## src/rtl/bank_register_mp.sv

```systemverilog
// Decode-stage register bank: N_READ registered read ports with write-through bypass,
// one write port, and a valid/ready dump sequencer. Optional macro: REG_ZERO_HARDWIRE_EN.
module bank_register_mp #(
  parameter int NB_DATA    = 32,
  parameter int NB_ADDR    = 5,
  parameter int BANK_DEPTH = 32,
  parameter int N_READ     = 2
) (
  input  logic                      i_clock,
  input  logic                      i_reset,
  input  logic                      i_enable,
  input  logic                      i_reg_write,
  input  logic [NB_ADDR-1:0]        i_write_reg,
  input  logic [NB_DATA-1:0]        i_write_data,
  input  logic [N_READ*NB_ADDR-1:0] i_read_regs,
  output logic [N_READ*NB_DATA-1:0] o_read_data,
  input  logic                      i_dump_start,
  input  logic                      i_dump_ready,
  output logic                      o_dump_valid,
  output logic [NB_ADDR-1:0]        o_dump_addr,
  output logic [NB_DATA-1:0]        o_dump_data,
  output logic                      o_dump_last,
  output logic                      o_dump_busy
);

`ifdef REG_ZERO_HARDWIRE_EN
  localparam bit ZERO_HW = 1'b1;
`else
  localparam bit ZERO_HW = 1'b0;
`endif

  localparam logic [NB_ADDR:0]   DEPTH    = (NB_ADDR+1)'(BANK_DEPTH);
  localparam logic [NB_ADDR-1:0] LAST_IDX = NB_ADDR'(BANK_DEPTH-1);

  typedef enum logic {IDLE, STREAM} state_t;

  state_t               state, state_next;
  logic [NB_ADDR-1:0]   dump_cnt, dump_cnt_next;
  logic [NB_DATA-1:0]   registers [BANK_DEPTH];
  logic [NB_DATA-1:0]   read_next [N_READ];
  logic [N_READ*NB_DATA-1:0] read_q;
  logic                 write_accept;

  function automatic logic addr_readable(input logic [NB_ADDR-1:0] a);
    return ({1'b0, a} < DEPTH) && !(ZERO_HW && (a == '0));
  endfunction

  // Writes are blocked during a dump so the streamed snapshot stays coherent.
  always_comb begin
    write_accept = i_enable && i_reg_write && (state == IDLE) && addr_readable(i_write_reg);
  end

  always_comb begin
    for (int k = 0; k < N_READ; k++) begin
      logic [NB_ADDR-1:0] read_addr;
      read_addr    = i_read_regs[k*NB_ADDR +: NB_ADDR];
      read_next[k] = '0;
      if (addr_readable(read_addr))
        read_next[k] = registers[read_addr];
      if (write_accept && (read_addr == i_write_reg))
        read_next[k] = i_write_data;
    end
  end

  always_ff @(posedge i_clock) begin
    if (i_reset) begin
      for (int i = 0; i < BANK_DEPTH; i++)
        registers[i] <= '0;
    end else if (write_accept) begin
      registers[i_write_reg] <= i_write_data;
    end
  end

  always_ff @(posedge i_clock) begin
    if (i_reset) begin
      read_q <= '0;
    end else if (i_enable) begin
      for (int k = 0; k < N_READ; k++)
        read_q[k*NB_DATA +: NB_DATA] <= read_next[k];
    end
  end

  assign o_read_data = read_q;

  always_ff @(posedge i_clock) begin
    if (i_reset) begin
      state    <= IDLE;
      dump_cnt <= '0;
    end else begin
      state    <= state_next;
      dump_cnt <= dump_cnt_next;
    end
  end

  // Counter parks at zero after the final beat so it never runs past the last index.
  always_comb begin
    state_next    = state;
    dump_cnt_next = dump_cnt;
    o_dump_valid  = 1'b0;
    o_dump_busy   = 1'b0;
    o_dump_last   = 1'b0;
    case (state)
      IDLE: begin
        if (i_dump_start) begin
          state_next    = STREAM;
          dump_cnt_next = '0;
        end
      end
      STREAM: begin
        o_dump_valid = 1'b1;
        o_dump_busy  = 1'b1;
        o_dump_last  = (dump_cnt == LAST_IDX);
        if (i_dump_ready) begin
          if (dump_cnt == LAST_IDX) begin
            state_next    = IDLE;
            dump_cnt_next = '0;
          end else begin
            dump_cnt_next = dump_cnt + 1'b1;
          end
        end
      end
      default: state_next = IDLE;
    endcase
  end

  always_comb begin
    o_dump_data = '0;
    if (addr_readable(dump_cnt))
      o_dump_data = registers[dump_cnt];
  end

  assign o_dump_addr = dump_cnt;

endmodule

```

## config.mk

```make
export PLATFORM = sky130hd
export DESIGN_NAME = bank_register_mp
export DESIGN_NICKNAME = d
export VERILOG_FILES = /design/src/rtl/bank_register_mp.sv
export SDC_FILE = /design/constraint.sdc
export NUM_CORES = 2
export LEC_CHECK = 0
export CORE_AREA = 4 4 465 421
export CTS_CLUSTER_SIZE = 30
export DETAILED_ROUTE_END_ITERATION = 10
export DIE_AREA = 0 0 469 425
export GPL_TIMING_DRIVEN = 0
export PLACE_DENSITY = 0.49
export SKIP_CTS_REPAIR_TIMING = 1
export SLEW_MARGIN = 30
export SYNTH_ARGS = -nofsm -noshare
export SYNTH_HDL_FRONTEND = slang
export SYNTH_SLANG_ARGS = --single-unit
```

## constraint.sdc

```tcl
create_clock -name i_clock -period 6.8 [get_ports i_clock]
set_input_delay 1.36 -clock i_clock [delete_from_list [all_inputs] [get_ports i_clock]]
set_output_delay 1.36 -clock i_clock [all_outputs]
set_load 0.01 [all_outputs]
```

Yosys cells after proc, flatten, opt, wreduce, memory -nomap -nowiden
Memories as Yosys holds them, arrays and structs flattened. A register that Yosys moved wholly into a read port is not among the register bits.
Index checks and enable logic that the tools add are counted.
{ "word_totals": {"wordCells": 32, "ff_bits": 6, "mem_bits_rw": 1024, "inputBits": 53, "output_inout_bits": 104, "memories": 1} }
{ "mem_list": {"columns": ["name", "words", "width", "rd", "rd_ports_with_merged_regs", "write_ports", "line", "text"], "rows": [
  ["registers", 32, 32, 3, 3, 32, "39", "logic [NB_DATA-1:0] registers [BANK_DEPTH];"]
]} }
{ "op_classes": {"reduce_logical": 4, "muxes": 20, "add_sub_neg": 1, "eq_ne": 3, "bitwise_logic": 1} }
{ "op_table": {"columns": ["cell", "count"], "rows": [
  ["32-bit two-way mux", 1],
  ["32-bit OR reduction", 1],
  ["5-bit two-way mux", 6],
  ["1-bit two-way mux", 11],
  ["5-bit one-hot mux with 2 select lines", 1],
  ["5-bit by 1-bit adder with 5-bit output (second input constant)", 1],
  ["5-bit == test (second input constant)", 1],
  ["2-bit inequality test (second input constant)", 2],
  ["1-bit logical AND", 2],
  ["1-bit one-hot mux with 2 select lines", 1],
  ["2-bit AND reduction", 1],
  ["1-bit inverter", 1]
]} }

Longest topological paths before layout
{ "logic_depth": {"ltp_word": 7, "ltp_mapped": 11, "mapped_depth_nobuf": 7} }

Worst setup path after synthesis
OpenSTA, ideal clock, no wires.
{ "synth_path": {"kind": "flip-flop to output port", "startpoint": "reg (tool-made name)", "endpoint": "out o_dump_data[10]", "arrival_time_ns": 2.249, "path_stages_with_launch": 6, "path_slack_ns": 3.191, "required_ns": 5.440, "path_buffers": 2, "cell_sequence": "dfxtp_1 buf_2 clkbuf_1 mux4_2 mux4_2 mux2_2"} }
{ "synth_lines": {"columns": ["item", "line", "text"], "rows": [
  ["to (decl)", "21", "output logic [NB_DATA-1:0] o_dump_data,"]
]} }

==> run summary <==
Clock Latency Late Sink = 800 ps
number of global-route vias before repair = 45992
Final nets = 4870
Yosys warning total = 0
CTS Sinks = 1099
EDFF count, synth = 1024
HP Class = flop to flop
number of antenna violations at the first check in global routing = 23
period utilization = 88.95%
Synth Area per Inst = 14.69 um2
Max IR drop VDD = 0.0002533 V
status = finished, final reports clean
critical path class = flop to primary output
WP data arrival = 4690 ps
post-DP HPWL = 258.6 mm
TritonCTS Buffers = 133
TritonRoute pass-1 iters = 6
Routed Antenna Nets = 0
register area share after synthesis = 48.58%
Overflow after GRT = 0
cell with the most instances after synthesis = and2_1
Worst Reg-to-Reg Cells = 5
worst-path fanout max = 10
Setup WS pre-CTS = 1146 ps
final-report setup violation count = 0
maxcap violations = 0
# H-tree levels = 4
Final Hold Vio Count = 0
Internal Power = 0.01290 W
CTS root buf = clkbuf_16
Setup Skew = 23.00 ps
leading post-synthesis cells by cell area = edfxtp_1, mux4_2, and2_1
Starting Density = 34.87%
Register Area = 32250 um2
setup tns final = 0 ps
Hold Startpoint = o_read_data[25]$_SDFFE_PP0P_
Worst Setup Start Kind = flop
Final min period = 6048 ps
worst-margin pin slew = 1234 ps
Max Transition Viols Final = 0
fraction of layout cells with a size suffix above 1 = 26.54%
WHS Path Cells = 2
combinational share of power = 15.2%
total number of vias = 48307
Net Sw Frac = 28.39%
Ports = 157
synth-to-layout area growth = 14.35%
share of power burned in the clock network = 40.8%
worst rel slew slack = 17.73%
routability cong. = 1.005
CTS tree = built
RR Startpoint = state$_SDFF_PP0_
CTS clk-pin slew, worst paths = 60 ps
Sw Pwr = 0.005112 W
# rows = 152
Die X = 469 um
Max Clock Freq = 0.1653 GHz
DR iter-0 viols = 7852
Async S/R FF share, synth = 0%
post-route setup slack = 751.7 ps
biggest area consumer among synthesized cells = edfxtp_1
DIE AREA = 199300 um2
Seq cells post-synth = 1099
Port-buffer cells = 143
post-synth top area share = 46.31%
CTS max path bufs = 3
Post-synth top cells = and2_1, edfxtp_1, mux4_2
RSZ-0062 raised after global routing = no
r2r endpoint = registers[11][21]$_SDFFCE_PN0P_
Main synth FF type = edfxtp_1
flop2flop setup slack = 2870 ps
DRC violation count after routing = 0
pwr dens = 237.2 nW/um2
WL final = 344.6 mm
Syn Inst Count = 4520
Hold Path End = o_read_data[25]$_SDFFE_PP0P_
drt wl/cell = 46.08 um
sequential power share = 44.0%
GRT Overall Usage = 34.04%
core area = 190400 um2
pin count of the biggest net entering global routing = 33
Vias/cell = 6.460
static leakage = 26.20 nW
Worst Setup End Kind = primary output
DIE HEIGHT = 425 um
fill cell count = 17751
Synth cell types = 52
Mapped Nets = 4575
Multi-input gate area = 32040 um2
Synth Cell Area = 66390 um2
WP data required = 5440 ps
first-pass GRT wire length = 445.1 mm
-- how the worst max path moves through the flow --
| stage | to | slack (ps) |
|---|---|---|
| final | o_dump_data[10] | 750 |
| after global routing | o_dump_data[10] | 710 |
| after CTS | o_dump_data[10] | 740 |
| after detailed placement | o_read_data[36]$_SDFFE_PP0P_ | 1150 |
| after global placement | o_read_data[30]$_SDFFE_PP0P_ | 640 |
| after floorplan | o_dump_data[10] | 3190 |
-- cell type report --
cell class	instances	share of cell area [%]
flip-flops and latches	1099	42.48
multi-input cells	2920	42.20
clock buffers	176	4.942
well taps	2541	4.188
plain buffers	496	3.021
repair buffers	160	2.380
clock inverters	57	0.6823
diodes	24	0.07910
inverters	5	0.02472
-- kinds of logic after synthesis --
kind of cell	share of synthesized area, %
compound gates	3.743
xor+xnor	0.1319
fa+ha+maj	0.03769
buf+inv	3.313
flops	48.58
mux	31.60
simple gates	12.60
-- critical path, stage by stage, from the launching register on --
cell	delay, ps
dfxtp_1	460
clkbuf_1	650
clkbuf_1	810
mux4_2	460
mux4_2	610
mux2_2	400
clkdlybuf4s50_1	510
-- routing by layer --
layer | wire length, um | vias up | track usage [%]
met5 | 39 | - | 0
met4 | 26100 | 6 | 20.60
met3 | 35750 | 697 | 9.154
met2 | 148100 | 3446 | 49.73
met1 | 134600 | 25761 | 45.22
li1 | - | 18397 | -
-- cells in the final DEF (no fill, tap or decap), types with 6 or more instances in the layout --
cell             instances
edfxtp_1              1024
a211oi_1                14
bufinv_16               10
clkbuf_2                71
mux2_2                  38
clkinv_2                11
a21oi_1                 55
or3b_2                   7
buf_1                    8
nand2b_1                19
mux4_2                 785
buf_4                   41
o22ai_1                 47
o2111ai_1               41
clkbuf_1               278
o21ai_0                113
nand3_1                 44
nor3_1                  11
buf_2                  121
dfxtp_1                 75
a22oi_1                 56
clkbuf_16              143
nor2b_1                 61
clkbuf_8                 6
a31oi_1                  7
mux2i_1                287
clkdlybuf4s50_1        143
a221oi_1                 6
diode_2                 24
buf_16                   9
nor2_2                   7
or2_4                   31
nand2_1                115
and2_1                1032
clkinv_1                30
nor2_1                  61
buf_6                    8
o211ai_1                33
-- power groups by stage --
stage / Sequential, W / Clock, W / Combinational (W)
after floorplan: 0.00793 / 0 / 0.00138
after global placement: 0.00805 / 0 / 0.00264
after detailed placement: 0.00805 / 0 / 0.00267
after CTS: 0.00791 / 0.00732 / 0.00267
after global routing: 0.00794 / 0.00759 / 0.00274
final: 0.00792 / 0.00736 / 0.00273
-- state kept, by name, summed over array words and instances (netlist names), named ones only --
register and cells:
registers 1024, o_read_data 64, o_dump_addr 5, state 1
-- through the flow --
| stage | hold WS, ps | util [%] | power (W) | cells | instance area [um2] |
|---|---|---|---|---|---|
| floorplan | 482.8 | - | 0.009317 | 4520 | 66390 |
| global placement | 468.8 | 37.30 | 0.01069 | 7204 | 71000 |
| detailed placement | 457.0 | 37.58 | 0.01072 | 7220 | 71540 |
| CTS | 476.9 | 39.82 | 0.01790 | 7453 | 75810 |
| global route | 512.3 | 39.85 | 0.01827 | 7456 | 75870 |
| finish | 481.0 | 39.88 | 0.01801 | 7478 | 75920 |
(Power assumes the default switching activity.)
